`src/rtl/datapath_pkg.sv`:
```
// Shared encodings, status layout and flag helpers for datapath_gen2.
package datapath_pkg;

    typedef enum logic [1:0] {
        VSEL_MDATA = 2'b00,
        VSEL_IMM8  = 2'b01,
        VSEL_PC    = 2'b10,
        VSEL_C     = 2'b11
    } vsel_e;

    typedef enum logic [1:0] {
        SH_NONE = 2'b00,
        SH_LSL1 = 2'b01,
        SH_LSR1 = 2'b10,
        SH_ASR1 = 2'b11
    } shift_e;

    typedef enum logic [1:0] {
        ALU_ADD = 2'b00,
        ALU_SUB = 2'b01,
        ALU_AND = 2'b10,
        ALU_NOT = 2'b11
    } aluop_e;

    typedef struct packed {
        logic z;
        logic n;
        logic v;
        logic c;
    } status_t;

    // Signed overflow of an addition, given the MSBs of both addends and of the sum.
    function automatic logic add_overflow(input logic a_msb, input logic b_msb, input logic r_msb);
        return (a_msb == b_msb) && (r_msb != a_msb);
    endfunction

endpackage

```
`src/rtl/regfile_p.sv`:
```
// Parametrised register file: one synchronous write port, one combinational
// read port, with write data bypassed to the read port on an index match.
module regfile_p
    import datapath_pkg::*;
#(
    parameter int WIDTH = 16,
    parameter int NREGS = 8,
    localparam int RW = $clog2(NREGS)
) (
    input  logic             clk,
    input  logic             rst_n,
    input  logic             write,
    input  logic [RW-1:0]    writenum,
    input  logic [RW-1:0]    readnum,
    input  logic [WIDTH-1:0] data_in,
    output logic [WIDTH-1:0] data_out
);

    logic [WIDTH-1:0] regs_reg [NREGS];
    logic [NREGS-1:0] we_onehot;

    genvar gi;
    generate
        for (gi = 0; gi < NREGS; gi++) begin : g_dec
            assign we_onehot[gi] = write && (writenum == RW'(gi));
        end
    endgenerate

    always_ff @(posedge clk) begin
        for (int i = 0; i < NREGS; i++) begin
            if (!rst_n) begin
                regs_reg[i] <= '0;
            end else if (we_onehot[i]) begin
                regs_reg[i] <= data_in;
            end
        end
    end

    // Bypass lets a same-cycle loada/loadb capture the value being written.
    assign data_out = (write && (writenum == readnum)) ? data_in : regs_reg[readnum];

endmodule

```
`src/rtl/datapath_gen2.sv`:
```
// Second-generation datapath: register file, A/B operands, B shifter, ALU,
// result register C and Z/N/V/C status, all sequenced by an external controller.
module datapath_gen2
    import datapath_pkg::*;
#(
    parameter int WIDTH = 16,
    parameter int NREGS = 8,
    parameter int PC_W  = 8,
    localparam int RW = $clog2(NREGS)
) (
    input  logic             clk,
    input  logic             rst_n,
    input  logic [1:0]       vsel,
    input  logic [WIDTH-1:0] mdata,
    input  logic [WIDTH-1:0] sximm8,
    input  logic [WIDTH-1:0] sximm5,
    input  logic [PC_W-1:0]  PC,
    input  logic             write,
    input  logic [RW-1:0]    writenum,
    input  logic [RW-1:0]    readnum,
    input  logic             loada,
    input  logic             loadb,
    input  logic             asel,
    input  logic             bsel,
    input  logic [1:0]       shift,
    input  logic [1:0]       ALUop,
    input  logic             loadc,
    input  logic             loads,
    output logic [WIDTH-1:0] datapath_out,
    output logic             Z_out,
    output logic             N_out,
    output logic             V_out,
    output logic             C_out
);

    logic [WIDTH-1:0] data_in;
    logic [WIDTH-1:0] rd_data;
    logic [WIDTH-1:0] a_reg, b_reg, c_reg;
    status_t          status_reg;
    status_t          status_next;
    logic [WIDTH-1:0] b_shift, ain, bin, b_addend, alu_res;
    logic [WIDTH:0]   sum;
    logic             is_sub;

    always_comb begin
        data_in = mdata;
        case (vsel_e'(vsel))
            VSEL_MDATA: data_in = mdata;
            VSEL_IMM8:  data_in = sximm8;
            VSEL_PC:    data_in = WIDTH'(PC);
            VSEL_C:     data_in = c_reg;
            default:    data_in = mdata;
        endcase
    end

    regfile_p #(.WIDTH(WIDTH), .NREGS(NREGS)) u_regfile (
        .clk      (clk),
        .rst_n    (rst_n),
        .write    (write),
        .writenum (writenum),
        .readnum  (readnum),
        .data_in  (data_in),
        .data_out (rd_data)
    );

    always_comb begin
        b_shift = b_reg;
        case (shift_e'(shift))
            SH_NONE: b_shift = b_reg;
            SH_LSL1: b_shift = {b_reg[WIDTH-2:0], 1'b0};
            SH_LSR1: b_shift = {1'b0, b_reg[WIDTH-1:1]};
            SH_ASR1: b_shift = {b_reg[WIDTH-1], b_reg[WIDTH-1:1]};
            default: b_shift = b_reg;
        endcase
    end

    assign ain = asel ? '0 : a_reg;
    assign bin = bsel ? sximm5 : b_shift;

    // Subtract shares the adder: Ain + ~Bin + 1, so carry-out means "no borrow".
    assign is_sub   = (aluop_e'(ALUop) == ALU_SUB);
    assign b_addend = is_sub ? ~bin : bin;
    assign sum      = {1'b0, ain} + {1'b0, b_addend} + {{WIDTH{1'b0}}, is_sub};

    always_comb begin
        alu_res       = sum[WIDTH-1:0];
        status_next.c = 1'b0;
        status_next.v = 1'b0;
        case (aluop_e'(ALUop))
            ALU_ADD, ALU_SUB: begin
                alu_res       = sum[WIDTH-1:0];
                status_next.c = sum[WIDTH];
                status_next.v = add_overflow(ain[WIDTH-1], b_addend[WIDTH-1], sum[WIDTH-1]);
            end
            ALU_AND: alu_res = ain & bin;
            ALU_NOT: alu_res = ~bin;
            default: alu_res = sum[WIDTH-1:0];
        endcase
        status_next.z = (alu_res == '0);
        status_next.n = alu_res[WIDTH-1];
    end

    always_ff @(posedge clk) begin
        if (!rst_n) begin
            a_reg      <= '0;
            b_reg      <= '0;
            c_reg      <= '0;
            status_reg <= '0;
        end else begin
            if (loada) a_reg <= rd_data;
            if (loadb) b_reg <= rd_data;
            if (loadc) c_reg <= alu_res;
            if (loads) status_reg <= status_next;
        end
    end

    assign datapath_out = c_reg;
    assign Z_out        = status_reg.z;
    assign N_out        = status_reg.n;
    assign V_out        = status_reg.v;
    assign C_out        = status_reg.c;

endmodule

```
`config.mk`:
```
export PLATFORM = sky130hd
export DESIGN_NAME = datapath_gen2
export DESIGN_NICKNAME = d
export VERILOG_FILES = /design/src/rtl/datapath_pkg.sv /design/src/rtl/regfile_p.sv /design/src/rtl/datapath_gen2.sv
export SDC_FILE = /design/constraint.sdc
export NUM_CORES = 1
export LEC_CHECK = 0
export CAP_MARGIN = 15
export CORE_ASPECT_RATIO = 1.75
export CORE_UTILIZATION = 40
export DETAILED_ROUTE_END_ITERATION = 10
export PLACE_DENSITY = 0.56
export SLEW_MARGIN = 20
export SYNTH_ARGS = -nofsm -noshare
export SYNTH_HDL_FRONTEND = slang
export SYNTH_SLANG_ARGS = --single-unit
```
`constraint.sdc`:
```
create_clock -name clk -period 9.6 [get_ports clk]
set_clock_uncertainty 0.1 [all_clocks]
set_input_delay 1.92 -clock clk [delete_from_list [all_inputs] [get_ports clk]]
set_output_delay 1.92 -clock clk [all_outputs]
set_load 0.03 [all_outputs]
```
==> results of run 1 <==
## cells by family (layout without fill, tap and decap cells)
family                     Yosys count  after routing
muxes                              146            146
adders and majority gates           17             17
buffers and inverters               67            170
AOI/OAI and AO/OA                  138            138
and+or+nand+nor                    329            329
xor gates and xnor gates            31             31
DFF                                180            180
## power breakdown
group | leakage [uW] | internal (uW) | total [uW] | switching (uW)
logic | 0.00247 | 160 | 377 | 217
registers | 0.00176 | 873 | 895 | 21.9
clock network | 0.000280 | 391 | 706 | 315
## layer usage
metal  routed length [um]  up-vias  GRT usage, %
met1                10500     3486          24.8
met3                  626       50          3.02
li1                     -     3442             -
met5                    0        -             0
met4                 1400        0          12.0
met2                16500      129          46.1
## final cells by class
class                   instances  area [um^2]  area share (%)
multi-input cells             661         4690            39.8
repair buffers                128         1200            10.1
inverters                      10         37.5           0.318
flip-flops and latches        180         4880            41.4
clock buffers                  17          425            3.61
well taps                     308          385            3.27
clock inverters                15          171            1.45
## layout by cell type (no fill, tap or decap), types with 6 or more instances in the layout
master           Yosys  final
nor2_1             187    187
and2_1               7      7
nor2b_1             23     22
clkdlybuf4s50_1      0     95
buf_4                1     32
nand2b_1             8      8
ha_1                16     16
clkbuf_16            0     17
dfxtp_1             52     52
o21ai_1              9     15
edfxtp_1           128    128
mux2i_1             80     80
inv_6                0      6
o21ai_0             53     47
a211oi_1             6      6
a31oi_1              7      7
a21oi_1             20     20
a22oi_1             10     10
xnor2_1             26     26
mux4_2              32     32
nand2_1             84     84
mux2_2              34     34
inv_1                8      8
## worst paths after layout
kind / to / cells past startpoint / slack, ns
hold reg to reg: C_out / 2 / 0.36
hold / removal: C_out / 2 / 0.36
setup reg to reg: Z_out / 13 / 5.75
setup / recovery: Z_out / 14 / 3.39
## worst max-delay path, cell delays in order
cell and delay [ns]:
clkdlybuf4s50_1 0.83, nor2b_2 0.94, xnor2_1 0.22, inv_1 0.09
fa_1 0.42, nor2b_1 0.23, o31ai_2 0.11, a31oi_2 0.33
a31oi_1 0.14, o221ai_1 0.29, nand4_1 0.15, nor4_1 0.30
nand4_1 0.15, o41ai_2 0.31
## stage by stage
| step | util, % | hold WS (ns) | cells | total power, uW | instance area [um^2] |
|---|---|---|---|---|---|
| after global placement | 46.4 | 0.340 | 1287 | 1290 | 11200 |
| final | 48.9 | 0.358 | 1319 | 1980 | 11800 |
| after CTS | 48.9 | 0.364 | 1319 | 1990 | 11800 |
| after detailed placement | 46.4 | 0.353 | 1287 | 1290 | 11200 |
| after floorplan | - | 0.352 | 908 | 1140 | 9860 |
| after global routing | 48.9 | 0.395 | 1319 | 2050 | 11800 |
==> summary.md, run 1 <==
| Metric | Value |
|---|---|
| Unique cell type count in the Yosys netlist | 57 |
| Status | completed |
| Unrepaired setup endpoints after global routing | no |
| Synthesized Nets | 1002 |
| Routed Antenna Nets | 0 |
| Crit Reg-Reg Startpoint | b_reg[0] |
| Fill cells | roughly 2200 |
| Setup TNS | 0 ns |
| GP Congestion | 0.919 |
| Vias/cell | 5.39 |
| Clk Latency, worst-skew pair | 0.43 ns |
| Die height | 210 um |
| Post-CTS setup repair buffer count | 0 |
| Final WS setup | 3.39 ns |
| Max cap viols | 0 |
| Die footprint | 25300 um^2 |
| Cells after Synth | between 900 and 1000 |
| Top-area cell type share of the netlist area | between 30% and 40% |
| Number of I/O port buffers | 96 |
| Mux cell area share after synthesis | 19.3% |
| Ant. Diodes | 0 |
| Global route overflow | 0 |
| Initial antenna violation count | 0 |
| Yosys reg bits | 180 |
| Main synth FF type | edfxtp_1 |
| Largest family of logic cells by synthesized area | multiplexers |
| Share of layout cells above drive strength 1 | 14.6% |
| Simple-gate share of the synthesized area | 14.0% |
| Final setup fails | 0 |
| Cts bufs inserted | 17 |
| Place WS | between 2 and 3 ns |
| H-tree Lvls | 4 |
| Synth Area in Compound Gates | 9.13% |
| Critical Path Source Type | input pin |
| Clock buffer depth | 2 |
| First-pass DRT Iterations | 4 |
| Crit path arrival time | 6.45 ns |
| Yosys warnings | 0 |
| Leakage power | 0.00450 uW |
| Critical Path RT | 9.84 ns |
| Crit-path max FO | 17 |
| Async S/R FF share, synth | 0% |
| Crit path from | ALUop[0] |
| Pins Over Slew Limit | 0 |
| Starting density of the core | 40.9% |
| Area grow syn2layout | 19.6% |
| CTS root buffer | clkbuf_16 |
| DR WL/cell | roughly 22 um |
| Detailed-route DRC error count | 0 |
| Largest net degree at the start of global routing | between 40 and 50 |
| XOR/XNOR Fraction of Synth Area | 2.75% |
| Fmax | roughly 160 MHz |
| Site row count | between 70 and 80 |
| Tmin final | around 6.2 ns |
| Area leader, netlist | edfxtp_1 |
| Mapped cell area | 9860 um^2 |
| First-pass GRT wire length | 43700 um |
| Clk pin slew, worst setup/hold paths | 0.07 ns |
| Hold_buf cts | 0 |
| Count leader, synth | nor2_1 |
| Post-synth top cells | nor2_1, edfxtp_1, nand2_1 |
| Synth Area per Inst | 10.9 um^2 |
| Final wirelength | around 29000 um |
| Worst slew margin | between 20 and 30% |
| Post-detail-place hpwl | about 21000 um |
| Seq/Total Area, Yosys | between 40% and 50% |
| Via count | 7107 |
| Peak supply drop | 110 uV |
| Vias in the first global route | 7335 |
| PD cells | 168 nW/um^2 |
| Kind of critical path | in2reg |
| Worst Max-Slew Pin Slew | 1.06 ns |
| DR iter-0 viols | 397 |
| Setup crit end kind | register |
| CTS resizes | 0 |
| # clock sinks | 180 |
| I/O pins | 97 |
| Fin nets | about 1100 |
| Hold_sp | C_out |
| CTS tree | yes |
| Area contributors post-synth | edfxtp_1, dfxtp_1, mux2i_1 |
| Total track usage | between 20% and 30% |
| Die X | 121 um |
| Number of synthesized flops with an enable pin | 128 |
| Final Hold Vio Count | 0 |
| Core footprint | 24100 um^2 |
| Hold crit path type | reg2reg |
| Tcrit/Tclk final | between 60% and 70% |
| Post-Synth Adder-Cell Area | 2.23% |
| Max FFs per register | 128 |
No activity file was read; power rests on OpenSTA's default activity.
==> run 2, diff against run 1 <==
Clock period 9.6 ns to 6.2 ns, I/O delays scaled along.
==> run 2 against run 1 <==
Sequential cell count did not move. Cell area rose by 0.33%. Power up 55%.
==> summary.md, run 2 (synthesis gave the netlist of run 1 again) <==
| Metric | Value |
|---|---|
| Ant. Diodes | 0 (unchanged) |
| Critical Path RT | 6.45 ns (was 9.84 ns) |
| GP Congestion | 0.864 (was 0.919) |
| Crit path from | shift[0] (was ALUop[0]) |
| CTS tree | yes (unchanged) |
| Number of I/O port buffers | 96 (unchanged) |
| I/O pins | 97 (unchanged) |
| Final Hold Vio Count | 0 (unchanged) |
| Worst slew margin | 29.7% (was 29.0%) |
| Most frequent cells in the layout | nor2_1, edfxtp_1, clkdlybuf4s50_1 (unchanged) |
| Crit path cell chain | clkdlybuf4s50_1 -> mux2i_1 -> o21ai_0 -> mux2i_1 -> xnor2_1 -> inv_1 -> fa_1 -> nor2b_1 -> o31ai_2 -> a31oi_2 -> a31oi_1 -> o221ai_1 -> nand4_1 -> nor4_1 -> nand4_1 -> o41ai_2 (was clkdlybuf4s50_1 -> nor2b_2 -> xnor2_1 -> inv_1 -> fa_1 -> nor2b_1 -> o31ai_2 -> a31oi_2 -> a31oi_1 -> o221ai_1 -> nand4_1 -> nor4_1 -> nand4_1 -> o41ai_2) |
| Tcrit/Tclk final | 82.1% |
| Crit path arrival time | 5.34 ns (was 6.45 ns) |
| Fmax | slightly below 200 MHz |
| Core footprint | 24100 um^2 (unchanged) |
| Detailed-route DRC error count | 0 (unchanged) |
| Pins Over Slew Limit | 0 (unchanged) |
| Crit Reg-Reg Startpoint | b_reg[0] (unchanged) |
| CTS resizes | 0 (unchanged) |
| Worst path slowest cell | clkdlybuf4s50_1 (was nor2b_2) |
| Die footprint | 25300 um^2 (unchanged) |
| Leakage power | 0.00452 uW (was 0.00450 uW) |
| Setup crit end kind | register (unchanged) |
| Tmin final | 5.09 ns |
| Total track usage | 24.1% (was 23.9%) |
| DR iter-0 viols | 510 (was 397) |
| Share of layout cells above drive strength 1 | 15.0% (was 14.6%) |
| Critical path's top delay family | compound AO/OA/AOI/OAI gates (was simple AND/OR/NAND/NOR gates) |
| Largest stage delay on the critical path | 0.78 ns (was 0.94 ns) |
| Worst Max-Slew Pin Slew | 1.05 ns (was 1.06 ns) |
| First-pass GRT wire length | 43900 um (was 43700 um) |
| Area grow syn2layout | 20.0% (was 19.6%) |
| Unrepaired setup endpoints after global routing | no (unchanged) |
| Initial antenna violation count | 0 (unchanged) |
| Final core utilization | 49.1% (was 48.9%) |
| Critical Path Source Type | input pin (unchanged) |
| Die X | 121 um (unchanged) |
| Clock buffer depth | 2 (unchanged) |
| Status | completed (unchanged) |
| CTS root buffer | clkbuf_16 (unchanged) |
| Starting density of the core | 40.9% (unchanged) |
| # clock sinks | 180 (unchanged) |
| Total power | 3060 uW (was 1980 uW) |
| Global route overflow | 0 (unchanged) |
| Multi-input logic area | 4690 um^2 (unchanged) |
| Kind of critical path | in2reg (unchanged) |
| Hold crit path type | reg2reg (unchanged) |
| Hold_buf cts | 0 (unchanged) |
| Most common cell after layout, fill and taps aside | nor2_1 (unchanged) |
| Max cap viols | 0 (unchanged) |
| Setup TNS | 0 ns (unchanged) |
| Cts bufs inserted | 17 (unchanged) |
| Clk Latency, worst-skew pair | 0.44 ns (was 0.43 ns) |
| Sequential Area | 4880 um^2 (unchanged) |
| Final wirelength | 29100 um (was 29000 um) |
| Final setup fails | 0 (unchanged) |
| Vias/cell | 5.41 (was 5.39) |
| Largest net degree at the start of global routing | 47 (unchanged) |
| Clk pin slew, worst setup/hold paths | 0.07 ns (about the same) |
| Max FFs per register | 128 (unchanged) |
| WP buf/inv | 2 (unchanged) |
| Fin nets | 1099 (was 1092) |
| Fill cells | 2247 (was 2220) |
| Routed Antenna Nets | 0 (unchanged) |
| Vias in the first global route | 7272 (was 7335) |
| DR WL/cell | 22.0 um (about the same) |
| Die height | 210 um (unchanged) |
| H-tree Lvls | 4 (unchanged) |
| Via count | 7167 (was 7107) |
| Final hold slack | 0.354 ns (was 0.358 ns) |
| Post-detail-place hpwl | 21400 um (about the same) |
| Crit-path max FO | 8 (was 17) |
| PD cells | 259 nW/um^2 (was 168 nW/um^2) |
| Peak supply drop | 200 uV (was 110 uV) |
| Post-CTS setup repair buffer count | 0 (unchanged) |
| First-pass DRT Iterations | 6 (was 4) |
| Site row count | 75 (unchanged) |
| Hold_sp | C_out (unchanged) |
[run 2: routing by layer]
| layer | part of all wire [%] | up-vias | track usage (%) |
|---|---|---|---|
| met2 | 57 | 176 | 46.4 |
| met3 | 2.9 | 53 | 3.10 |
| met4 | 5.0 | 0 | 12.6 |
| met5 | 0 | - | 0 |
| met1 | 36 | 3487 | 24.8 |
| li1 | - | 3451 | - |
[run 2: metrics by stage]
step | setup slack (ns) | instance area [um^2] | std cells
3_3_place_gp | 0.731 | 11300 | 1294
5_1_grt | 0.900 | 11800 | 1325
2_1_floorplan | 1.84 | 9860 | 908
4_1_cts | 1.13 | 11800 | 1325
6_report | 1.11 | 11800 | 1325
3_5_place_dp | 0.679 | 11300 | 1294
[run 2: where the power goes]
part / total [uW] / switching (uW) / internal (uW) / leakage, uW
clock network: 1090 / 464 / 630 / 0.000265
logic: 582 / 332 / 250 / 0.00250
registers: 1390 / 34.1 / 1350 / 0.00176
total: 3060 / 830 / 2230 / 0.00452
[run 2: path summary, 6_finish.rpt]
path	slack, ns	cells past startpoint	end
setup / recovery	1.11	16	Z_out
hold / removal	0.35	2	C_out
setup reg to reg	2.40	13	Z_out
hold reg to reg	0.35	2	C_out
[run 2: layout make-up]
class,instances,area share (%)
well taps,308,3.26
inverters,10,0.317
multi-input cells,661,39.7
repair buffers,135,10.5
clock inverters,13,1.34
flip-flops and latches,180,41.3
clock buffers,18,3.63
[run 2: worst reg2reg max path: stages, from the launching register on]
cell and delay [ns]:
dfxtp_1 0.36, nor3b_4 0.22, o21a_1 0.34, mux2i_1 0.16, fa_1 0.47, nor2b_1 0.28
o31ai_2 0.12, a31oi_2 0.34, a31oi_1 0.14, o221ai_1 0.29, nand4_1 0.14, nor4_1 0.30
nand4_1 0.15, o41ai_2 0.31
